$ cat src/rtl/dmem_arb_pkg.sv
// Shared constants and helpers for the dmem round-robin arbiter.
// SC result codes follow RISC-V: zero means the store-conditional succeeded.
package dmem_arb_pkg;

  localparam int NCORES_MAX = 8;

  localparam logic [31:0] SC_SUCCESS = 32'd0;
  localparam logic [31:0] SC_FAIL    = 32'd1;

  // Index width for n requesters, never narrower than one bit.
  function automatic int clog2_min1(input int n);
    int r;
    r = 0;
    while ((1 << r) < n) r++;
    return (r < 1) ? 1 : r;
  endfunction

endpackage

$ cat src/rtl/dmem_rr_arbiter_rr_grant.sv
// Combinational round-robin grant: searches from rr_ptr+1 upward (mod NCORES)
// and returns the first requester as a one-hot vector and a binary index.
module rr_grant
  import dmem_arb_pkg::*;
#(
  parameter int NCORES = 4,
  parameter int IDXW   = clog2_min1(NCORES)
) (
  input  logic [NCORES-1:0] req_i,
  input  logic [IDXW-1:0]   rr_ptr_i,
  output logic [NCORES-1:0] gnt_o,
  output logic [IDXW-1:0]   gnt_idx_o
);

  logic found;

  // Outer loop walks priority order; inner loop keeps every select constant.
  always_comb begin
    gnt_o     = '0;
    gnt_idx_o = '0;
    found     = 1'b0;
    for (int i = 1; i <= NCORES; i++) begin
      for (int k = 0; k < NCORES; k++) begin
        if (!found && req_i[k] && (k == ((int'(rr_ptr_i) + i) % NCORES))) begin
          found     = 1'b1;
          gnt_o[k]  = 1'b1;
          gnt_idx_o = IDXW'(k);
        end
      end
    end
  end

endmodule

$ cat src/rtl/dmem_rr_arbiter.sv
// Round-robin arbiter sharing one 1-cycle BRAM port among NCORES harts, with LR/SC
// reservations. Define DMEM_ARB_STATS_EN to add conflict / SC-fail counters.
module dmem_rr_arbiter
  import dmem_arb_pkg::*;
#(
  parameter int NCORES     = 4,
  parameter int DMEM_ADDRW = 12
) (
  input  logic                         clk_i,
  input  logic                         rst_ni,
  input  logic [NCORES-1:0]            re_packed_i,
  input  logic [NCORES-1:0]            we_packed_i,
  input  logic [DMEM_ADDRW*NCORES-1:0] addr_packed_i,
  input  logic [32*NCORES-1:0]         wdata_packed_i,
  input  logic [4*NCORES-1:0]          wstrb_packed_i,
  input  logic [NCORES-1:0]            is_lr_packed_i,
  input  logic [NCORES-1:0]            is_sc_packed_i,
  output logic [32*NCORES-1:0]         rdata_packed_o,
  output logic [NCORES-1:0]            stall_packed_o,
`ifdef DMEM_ARB_STATS_EN
  output logic [31:0]                  stats_conflict_o,
  output logic [31:0]                  stats_sc_fail_o,
`endif
  output logic                         mem_en_o,
  output logic [3:0]                   mem_wstrb_o,
  output logic [DMEM_ADDRW-1:0]        mem_addr_o,
  output logic [31:0]                  mem_wdata_o,
  input  logic [31:0]                  mem_rdata_i
);

  localparam int IDXW = clog2_min1(NCORES);

  logic [NCORES-1:0]     req, gnt;
  logic [IDXW-1:0]       gnt_idx;
  logic                  any_req;
  logic [IDXW-1:0]       rr_ptr_q, rr_ptr_d;
  logic [IDXW-1:0]       rsp_idx_q;
  logic                  rsp_rd_q, rsp_sc_q, sc_fail_q;
  logic [NCORES-1:0]     resv_valid_q, resv_valid_d;
  logic [DMEM_ADDRW-1:0] resv_addr_q [NCORES];
  logic [DMEM_ADDRW-1:0] resv_addr_d [NCORES];

  logic [DMEM_ADDRW-1:0] g_addr, g_resv_addr;
  logic [31:0]           g_wdata;
  logic [3:0]            g_wstrb;
  logic                  g_rd, g_wr, g_lr, g_sc, g_resv_valid;
  logic                  sc_ok, wr_done;

  // Holding off requests during reset keeps stall and mem_en low while rst_ni is low.
  assign req     = (re_packed_i | we_packed_i) & {NCORES{rst_ni}};
  assign any_req = |req;

  rr_grant #(
    .NCORES (NCORES),
    .IDXW   (IDXW)
  ) u_rr_grant (
    .req_i     (req),
    .rr_ptr_i  (rr_ptr_q),
    .gnt_o     (gnt),
    .gnt_idx_o (gnt_idx)
  );

  assign stall_packed_o = req & ~gnt;

  always_comb begin
    g_addr      = '0;
    g_wdata     = '0;
    g_wstrb     = '0;
    g_resv_addr = '0;
    for (int k = 0; k < NCORES; k++) begin
      if (gnt[k]) begin
        g_addr      = addr_packed_i[k*DMEM_ADDRW +: DMEM_ADDRW];
        g_wdata     = wdata_packed_i[k*32 +: 32];
        g_wstrb     = wstrb_packed_i[k*4 +: 4];
        g_resv_addr = resv_addr_q[k];
      end
    end
  end

  // A hart raising both re and we is treated as a write.
  assign g_wr         = |(gnt & we_packed_i);
  assign g_rd         = |(gnt & re_packed_i) & ~g_wr;
  assign g_lr         = g_rd & |(gnt & is_lr_packed_i);
  assign g_sc         = g_wr & |(gnt & is_sc_packed_i);
  assign g_resv_valid = |(gnt & resv_valid_q);
  assign sc_ok        = g_resv_valid && (g_resv_addr == g_addr);
  assign wr_done      = g_wr & (~g_sc | sc_ok);

  assign mem_en_o    = any_req;
  assign mem_addr_o  = g_addr;
  assign mem_wdata_o = g_wdata;
  assign mem_wstrb_o = wr_done ? g_wstrb : 4'b0000;

  always_comb begin
    rr_ptr_d     = any_req ? gnt_idx : rr_ptr_q;
    resv_valid_d = resv_valid_q;
    for (int m = 0; m < NCORES; m++) begin
      resv_addr_d[m] = resv_addr_q[m];
      if (wr_done && (resv_addr_q[m] == g_addr)) resv_valid_d[m] = 1'b0;
      if (gnt[m] && g_lr) begin
        resv_valid_d[m] = 1'b1;
        resv_addr_d[m]  = g_addr;
      end
      if (gnt[m] && g_sc) resv_valid_d[m] = 1'b0;
    end
  end

  always_ff @(posedge clk_i or negedge rst_ni) begin
    if (!rst_ni) begin
      rr_ptr_q     <= '0;
      rsp_idx_q    <= '0;
      rsp_rd_q     <= 1'b0;
      rsp_sc_q     <= 1'b0;
      sc_fail_q    <= 1'b0;
      resv_valid_q <= '0;
      for (int m = 0; m < NCORES; m++) resv_addr_q[m] <= '0;
    end else begin
      rr_ptr_q     <= rr_ptr_d;
      rsp_idx_q    <= gnt_idx;
      rsp_rd_q     <= g_rd;
      rsp_sc_q     <= g_sc;
      sc_fail_q    <= g_sc & ~sc_ok;
      resv_valid_q <= resv_valid_d;
      for (int m = 0; m < NCORES; m++) resv_addr_q[m] <= resv_addr_d[m];
    end
  end

  // Only the lane granted last cycle carries data; write responses stay zero.
  always_comb begin
    rdata_packed_o = '0;
    for (int k = 0; k < NCORES; k++) begin
      if (rsp_idx_q == IDXW'(k)) begin
        if (rsp_rd_q)      rdata_packed_o[k*32 +: 32] = mem_rdata_i;
        else if (rsp_sc_q) rdata_packed_o[k*32 +: 32] = sc_fail_q ? SC_FAIL : SC_SUCCESS;
      end
    end
  end

`ifdef DMEM_ARB_STATS_EN
  logic [31:0] stats_conflict_q, stats_sc_fail_q;
  logic        multi_req;

  assign multi_req = |(req & (req - NCORES'(1)));

  always_ff @(posedge clk_i or negedge rst_ni) begin
    if (!rst_ni) begin
      stats_conflict_q <= '0;
      stats_sc_fail_q  <= '0;
    end else begin
      if (multi_req && (stats_conflict_q != '1)) stats_conflict_q <= stats_conflict_q + 32'd1;
      if (g_sc && !sc_ok && (stats_sc_fail_q != '1)) stats_sc_fail_q <= stats_sc_fail_q + 32'd1;
    end
  end

  assign stats_conflict_o = stats_conflict_q;
  assign stats_sc_fail_o  = stats_sc_fail_q;
`endif

endmodule

$ cat config.mk
export PLATFORM = sky130hd
export DESIGN_NAME = dmem_rr_arbiter
export DESIGN_NICKNAME = d
export VERILOG_FILES = /design/src/rtl/dmem_arb_pkg.sv /design/src/rtl/dmem_rr_arbiter_rr_grant.sv /design/src/rtl/dmem_rr_arbiter.sv
export SDC_FILE = /design/constraint.sdc
export NUM_CORES = 1
export LEC_CHECK = 0
export ABC_AREA = 1
export CAP_MARGIN = 20
export CORE_AREA = 2 2 166 168
export CTS_CLUSTER_DIAMETER = 80
export DETAILED_ROUTE_END_ITERATION = 7
export DIE_AREA = 0 0 168 170
export GPL_ROUTABILITY_DRIVEN = 1
export PLACE_DENSITY = 0.71
export SLEW_MARGIN = 20
export SYNTH_ARGS = -nofsm -noshare
export SYNTH_HDL_FRONTEND = slang
export SYNTH_SLANG_ARGS = --single-unit
$ cat constraint.sdc
create_clock -name clk_i -period 4.8 [get_ports clk_i]
set_input_delay 0.72 -clock clk_i [delete_from_list [all_inputs] [get_ports clk_i]]
set_output_delay 0.72 -clock clk_i [all_outputs]
set_load 0.05 [all_outputs]
**After elaboration in Yosys (flattened, before gate mapping)**

Cells that the tools add are included.

- Memories: 0
- Latch bits: 0
- ROM bits: 0
- RAM bits: 0
- Register bits: 59
- Input port bits: 242

- Bitwise operators: 22
- $add $sub $neg: 4
- Multiplexer cells: 81
- Magnitude comparators: 0
- Shift-type cells: 0
- Divide/modulo/power cells: 0
- Reduce and logical (&&, ||, !) cells: 78
- Equality and inequality tests: 20
- Multiply operators: 0

Operator list:

| kind | count |
|---|---|
| 2-to-1 mux 32 bit | 9 |
| zero test 32 bit | 4 |
| 2-to-1 mux 12 bit | 8 |
| equality test 12 bit | 5 |
| 2-to-1 mux 1 bit | 45 |
| logical AND 1 bit | 44 |
| bitwise AND 4 bit | 7 |
| 2-to-1 mux 2 bit | 14 |
| equality test 3 bit, first input constant | 8 |
| OR reduction 4 bit | 6 |
| 2-to-1 mux 4 bit | 5 |
| zero test 1 bit | 15 |
| equality test 2 x 3 -> 1 bit, first input constant | 4 |
| nonzero test 3 bit | 4 |
| OR reduction 2 bit | 4 |
| bitwise AND 1 bit | 5 |
| adder 2 x 1 -> 2 bit, second input constant | 2 |
| adder 2 bit, second input constant | 2 |
| bitwise AND 1 bit, first input constant | 4 |
| equality test 2 bit, second input constant | 2 |
| inverter 4 bit | 1 |
| OR 4 bit | 1 |
| inverter 1 bit | 3 |
| equality test 2 x 1 -> 1 bit, second input constant | 1 |
| other kinds (2) | 2 |

**Logic depth before layout (Yosys ltp)**

- Depth after elaboration: 76
- Depth in mapped cells: 28
- Mapped depth without buffers: 26

**By module**

Synthesis repeated with hierarchy kept, for this count alone.

- Cell total of the unflattened synthesis: 1,069
- Area total of the unflattened synthesis: 6,331.1 sq um

Modules (own cells, without submodules):

| module | area an instance (sq um) | cells each | seq. area each (sq um) | instances |
|---|---|---|---|---|
| dmem_rr_arbiter | 6,007.0 | 1,008 | 1,476.4 | 1 |
| rr_grant | 324.1 | 61 | 0.0 | 1 |

**Worst setup path after synthesis**

No wires, ideal clock.

- Path kind: input to output
- From: input rst_ni
- To: output mem_wstrb_o[1]
- Required time: 4.080 ns
- Stages on the path: 24
- Slack: 0.011 ns
- Buffers on the path: 2
- Arrival time: 4.069 ns
- Cells stage by stage: buf_4 > inv_1 > a21oi_1 > nand2_1 > nand3_1 > nor2_2 > nand4_1 > nand3_1 > inv_1 > buf_1 > nand3_1 > nand2_1 > nand2_1 > nand2_1 > nand2_1 > nand2_1 > nand2_1 > nor2_1 > nand2_1 > nor2_1 > nand2_1 > nand2_2 > nand2_2 > a21oi_1

- Elaborated cells on any way between the ends: 102
- Those cells by class: eq/ne: 1; mux: 43; bitwise: 8; reduce/logical: 50

RTL lines:

| what | line | source |
|---|---|---|
| start, declared | dmem_rr_arbiter.sv:10 | `input logic rst_ni,` |
| bitwise AND 4 bit (*) | dmem_rr_arbiter.sv:50 | `assign req = (re_packed_i \| we_packed_i) & {NCORES{rst_ni}};` |
| logical AND 1 bit | dmem_rr_arbiter_rr_grant.sv:24 | `if (!found && req_i[k] && (k == ((int'(rr_ptr_i) + i) % NCORES))) begin` |
| 2-to-1 mux 1 bit | dmem_rr_arbiter_rr_grant.sv:24 |  |
| zero test 1 bit | dmem_rr_arbiter_rr_grant.sv:24 |  |
| logical AND 1 bit (2 in series) | dmem_rr_arbiter_rr_grant.sv:24 |  |
| 2-to-1 mux 1 bit | dmem_rr_arbiter_rr_grant.sv:24 |  |
| zero test 1 bit | dmem_rr_arbiter_rr_grant.sv:24 |  |
| logical AND 1 bit (2 in series) | dmem_rr_arbiter_rr_grant.sv:24 |  |
| [... 52 more ...] | - |  |
| 2-to-1 mux 1 bit | dmem_rr_arbiter_rr_grant.sv:24 |  |
| 2-to-1 mux 12 bit (*) | dmem_rr_arbiter.sv:71 | `if (gnt[k]) begin` |
| named net mem_addr_o[4] | dmem_rr_arbiter.sv:26 | `output logic [DMEM_ADDRW-1:0] mem_addr_o,` |
| equality test 12 bit (*) | dmem_rr_arbiter.sv:86 | `assign sc_ok = g_resv_valid && (g_resv_addr == g_addr);` |
| logical AND 1 bit (*) | dmem_rr_arbiter.sv:86 |  |
| OR 1 bit (*) | dmem_rr_arbiter.sv:87 | `assign wr_done = g_wr & (~g_sc \| sc_ok);` |
| bitwise AND 1 bit (*) | dmem_rr_arbiter.sv:87 |  |
| 2-to-1 mux 4 bit (*) | dmem_rr_arbiter.sv:92 | `assign mem_wstrb_o = wr_done ? g_wstrb : 4'b0000;` |
| end, declared | dmem_rr_arbiter.sv:25 | `output logic [3:0] mem_wstrb_o,` |

Mark *: on every way through the listed nets, which the timed path passes. The rest lies on a longest branch.

**Final worst setup path**

- From: input we_packed_i[3]
- To: output mem_wstrb_o[2]

- Word-level cells in the longest chain between the ends: 60
- Elaborated cells on any way between the ends: 90
- Those cells by class: eq/ne: 1; mux: 38; bitwise: 9; reduce/logical: 42

Ends and longest elaborated chain:

| what | line | source |
|---|---|---|
| start, declared | dmem_rr_arbiter.sv:12 | `input logic [NCORES-1:0] we_packed_i,` |
| OR 4 bit | dmem_rr_arbiter.sv:50 |  |
| bitwise AND 4 bit | dmem_rr_arbiter.sv:50 |  |
| logical AND 1 bit (2 in series) | dmem_rr_arbiter_rr_grant.sv:24 |  |
| 2-to-1 mux 1 bit | dmem_rr_arbiter_rr_grant.sv:24 |  |
| zero test 1 bit | dmem_rr_arbiter_rr_grant.sv:24 |  |
| logical AND 1 bit (2 in series) | dmem_rr_arbiter_rr_grant.sv:24 |  |
| 2-to-1 mux 1 bit | dmem_rr_arbiter_rr_grant.sv:24 |  |
| zero test 1 bit | dmem_rr_arbiter_rr_grant.sv:24 |  |
| [... 42 more ...] | - |  |
| 2-to-1 mux 1 bit | dmem_rr_arbiter_rr_grant.sv:24 |  |
| bitwise AND 4 bit, on equally long branches | dmem_rr_arbiter.sv:81, dmem_rr_arbiter.sv:84 |  |
| OR reduction 4 bit, on equally long branches | dmem_rr_arbiter.sv:81, dmem_rr_arbiter.sv:84 |  |
| bitwise AND 1 bit | dmem_rr_arbiter.sv:84 | `assign g_sc = g_wr & \|(gnt & is_sc_packed_i);` |
| inverter 1 bit | dmem_rr_arbiter.sv:87 |  |
| OR 1 bit | dmem_rr_arbiter.sv:87 |  |
| bitwise AND 1 bit | dmem_rr_arbiter.sv:87 |  |
| 2-to-1 mux 4 bit (*) | dmem_rr_arbiter.sv:92 |  |

Every way passes the cells marked *; elsewhere a longest branch is shown, timed or not.

==> results.txt <==
status: finished clean
Post-DRT Antenna Nets: 0
area grow syn2layout: 97.2%
Mean Syn Cell Area: 5.33 um^2
Comb pwr share: 86.4%
DP Area: 12,400 um^2
crit path time final: 4600 ps
via/cell ratio: 4.84
pin count of the biggest net entering global routing: 60
required time of the critical path: 4080 ps
Int Pwr: 5.14 mW
top-area cell type share of the netlist area: 32.0%
vias in the first global route: 9,852
Reg power frac: 8.1%
Area contributors post-synth: nand2_1 32%, dfrtp_1 22%, nor2_1 9.7%, inv_1 6.0%, nand3_1 5.6%
Reg2Reg Setup Slack: 1160 ps
# IOs: 423
layout cell share with drive strength beyond 1: 15.8%
clock slew at reported path FFs: 50 ps
Yosys warnings: 0
core footprint: 26,700 um^2
Peak supply drop: 0.460 mV
Reg2Reg Depth: 23
total die area: 28,600 um^2
Sw Ratio: 56.5%
clk sinks: 59
Critical R2R Capture: resv_addr_q[16]
row count: 60
critical path capture point type: output port
Starting Density: 25.0%
Hold Crit Class: reg2reg
period utilisation layout: 95.8%
Critical Path AT: 3880 ps
first-pass GRT wire length: 57,500 um
Mapped Cells: 1,251
antenna violations before repair: 3
most common flop cell mapped by yosys: dfrtp_1
post-synth top area cell: nand2_1
gr usage total: 26.4%
RR Startpoint: rr_ptr_q[0]
H-tree levels: 3
CTS Buf Count: 9
power share of the clock group: 5.5%
root buffer cell: clkbuf_16
cell area after layout: 13,200 um^2
Iter 0 DRT Violations: 790
Pleak: 5.97 nW
Sw Pwr: 6.66 mW
Post-synth EDFFs: 0
later-pin clock latency in the skew report: 340 ps
CTS Buffer Depth: 2
syn nets: 1,493
IO Port Bufs: 422
setup violators final: 0
Crit Path Category: in2out
Seq/Total Area, Yosys: 22.1%
nets: 1,975
Via Count: 10,100
DRT Wirelength: 38,700 um
Layout Skew: 6.98 ps
top cells by count, synth: 569 x nand2_1, 173 x nor2_1, 107 x inv_1
#FFs+latches synth: 59
worst setup path startpoint: we_packed_i[3]
TritonCTS clock tree: yes
# Max-Cap Violations: 0
final worst slack: 203 ps
first-pass iteration count of the detailed router: 5
f_max: 218 MHz
TNS Setup: 0 ps
Mapped Area: 6670 um^2
worst-margin pin slew: 809 ps
post-DR wirelength/cell: 18.6 um
Netlist cell types: 35
CP startpoint kind: input port
total grt overflow: 0
Die Span X: 168 um
final RePlAce weighted congestion: 0.990
Worst Setup EP: mem_wstrb_o[2]
Final Max Tran Viols: 0
PD cells: 897 nW/um^2
slew margin rel.: 46.1%
worst hold slack: 533 ps
Hold Fails Final Rpt: 0
Setup Slack @ Placement: -254 ps
fraction of registers with async set/reset: 100%
dpl hpwl: 30,800 um
Die H: 170 um
DRC Markers: 0
crit-path max FO: 7
count leader, synth: nand2_1
utilization after layout: 49.4%
-- logic make-up after synthesis --
family	synth area share, %
xor gates and xnor gates	2.10
buffers and inverters	11.1
AOI/OAI and AO/OA	6.51
DFF	22.1
and+or+nand+nor	58.2
-- how the worst min path moves through the flow --
stage / start / to / slack (ps) / cells after the start
after floorplan: rst_ni / resv_addr_q[0] / 420 / 0
after global placement: resv_addr_q[40] / resv_addr_q[40] / 510 / 2
after detailed placement: resv_valid_q[0] / resv_valid_q[0] / 520 / 2
after CTS: resv_valid_q[0] / resv_valid_q[0] / 530 / 2
after global routing: resv_valid_q[2] / resv_valid_q[2] / 550 / 2
final: resv_valid_q[2] / resv_valid_q[2] / 530 / 2
-- critical path: stages --
cell           delay (ps)
dlygate4sd2_1         240
inv_2                 110
nand2_4                70
nand3_2                80
nand2_2                80
nor2_4                130
nand3_2               120
nor2_4                130
nand4_4               110
nor2_4                180
buf_6                 130
nand4_4                80
nand2_4               120
inv_6                  70
buf_4                 140
or2_2                 300
nand2_2               110
inv_2                  40
nand3_1                50
nand3_1                80
nor2_2                160
nand2_2                90
nand2_2                80
nand2_4               100
a31oi_4               200
buf_12                160
-- sequential cells by signal, indices dropped and copies added, names as in the netlist --
name	flops
resv_addr_q	48
rsp_sc_q	1
sc_fail_q	1
resv_valid_q	4
rsp_idx_q	2
rsp_rd_q	1
rr_ptr_q	2
-- power groups by stage --
stage	logic (mW)	clock network, mW	registers, mW
3_5_place_dp	9.65	0	0.953
5_1_grt	10.9	0.683	0.994
2_1_floorplan	5.30	0	0.886
4_1_cts	10.0	0.655	0.948
6_report	10.2	0.651	0.958
3_3_place_gp	9.60	0	0.944
-- repair_timing --
action | CTS | global route
hold buffers | 0 | 0
pin swaps | 20 | 30
gates cloned | 3 | 1
endpoints found under the setup margin | 4 | 4
gates resized for setup | 46 | 34
buffers inserted | 6 | 8
-- through the flow --
step	total power, mW	instances
2_1_floorplan	6.19	1251
4_1_cts	11.6	2072
3_5_place_dp	10.6	2047
6_report	11.8	2083
3_3_place_gp	10.5	2047
5_1_grt	12.5	2082
-- area by class of cell --
cell class              count  area [um^2]
inverters                 115          444
diodes                      4         10.0
flip-flops and latches     59         1480
multi-input cells        1015         4640
fillers                  2632        13500
well taps                 341          427
clock buffers               9          225
repair buffers            533         5860
clock inverters             7         68.8
-- per-layer routing --
metal,track usage (%),up-vias,share of wire [%]
met5,0,-,0
met4,11.8,0,4.8
met3,5.60,95,8.6
met2,46.0,557,47
met1,31.3,4582,39
li1,-,4854,-
-- cell usage in the layout (no fill, tap or decap), types with 14 or more instances in the layout --
cell type and n:
o21ai_0 57, inv_2 14, buf_12 69, nand3_1 67, nand2_1 551, nor2_1 165
clkdlybuf4s50_1 361, dfrtp_1 57, nand4_1 52, buf_4 87, inv_1 99, xor2_1 16
nand2_2 30
No activity file was read; power rests on OpenSTA's default activity.
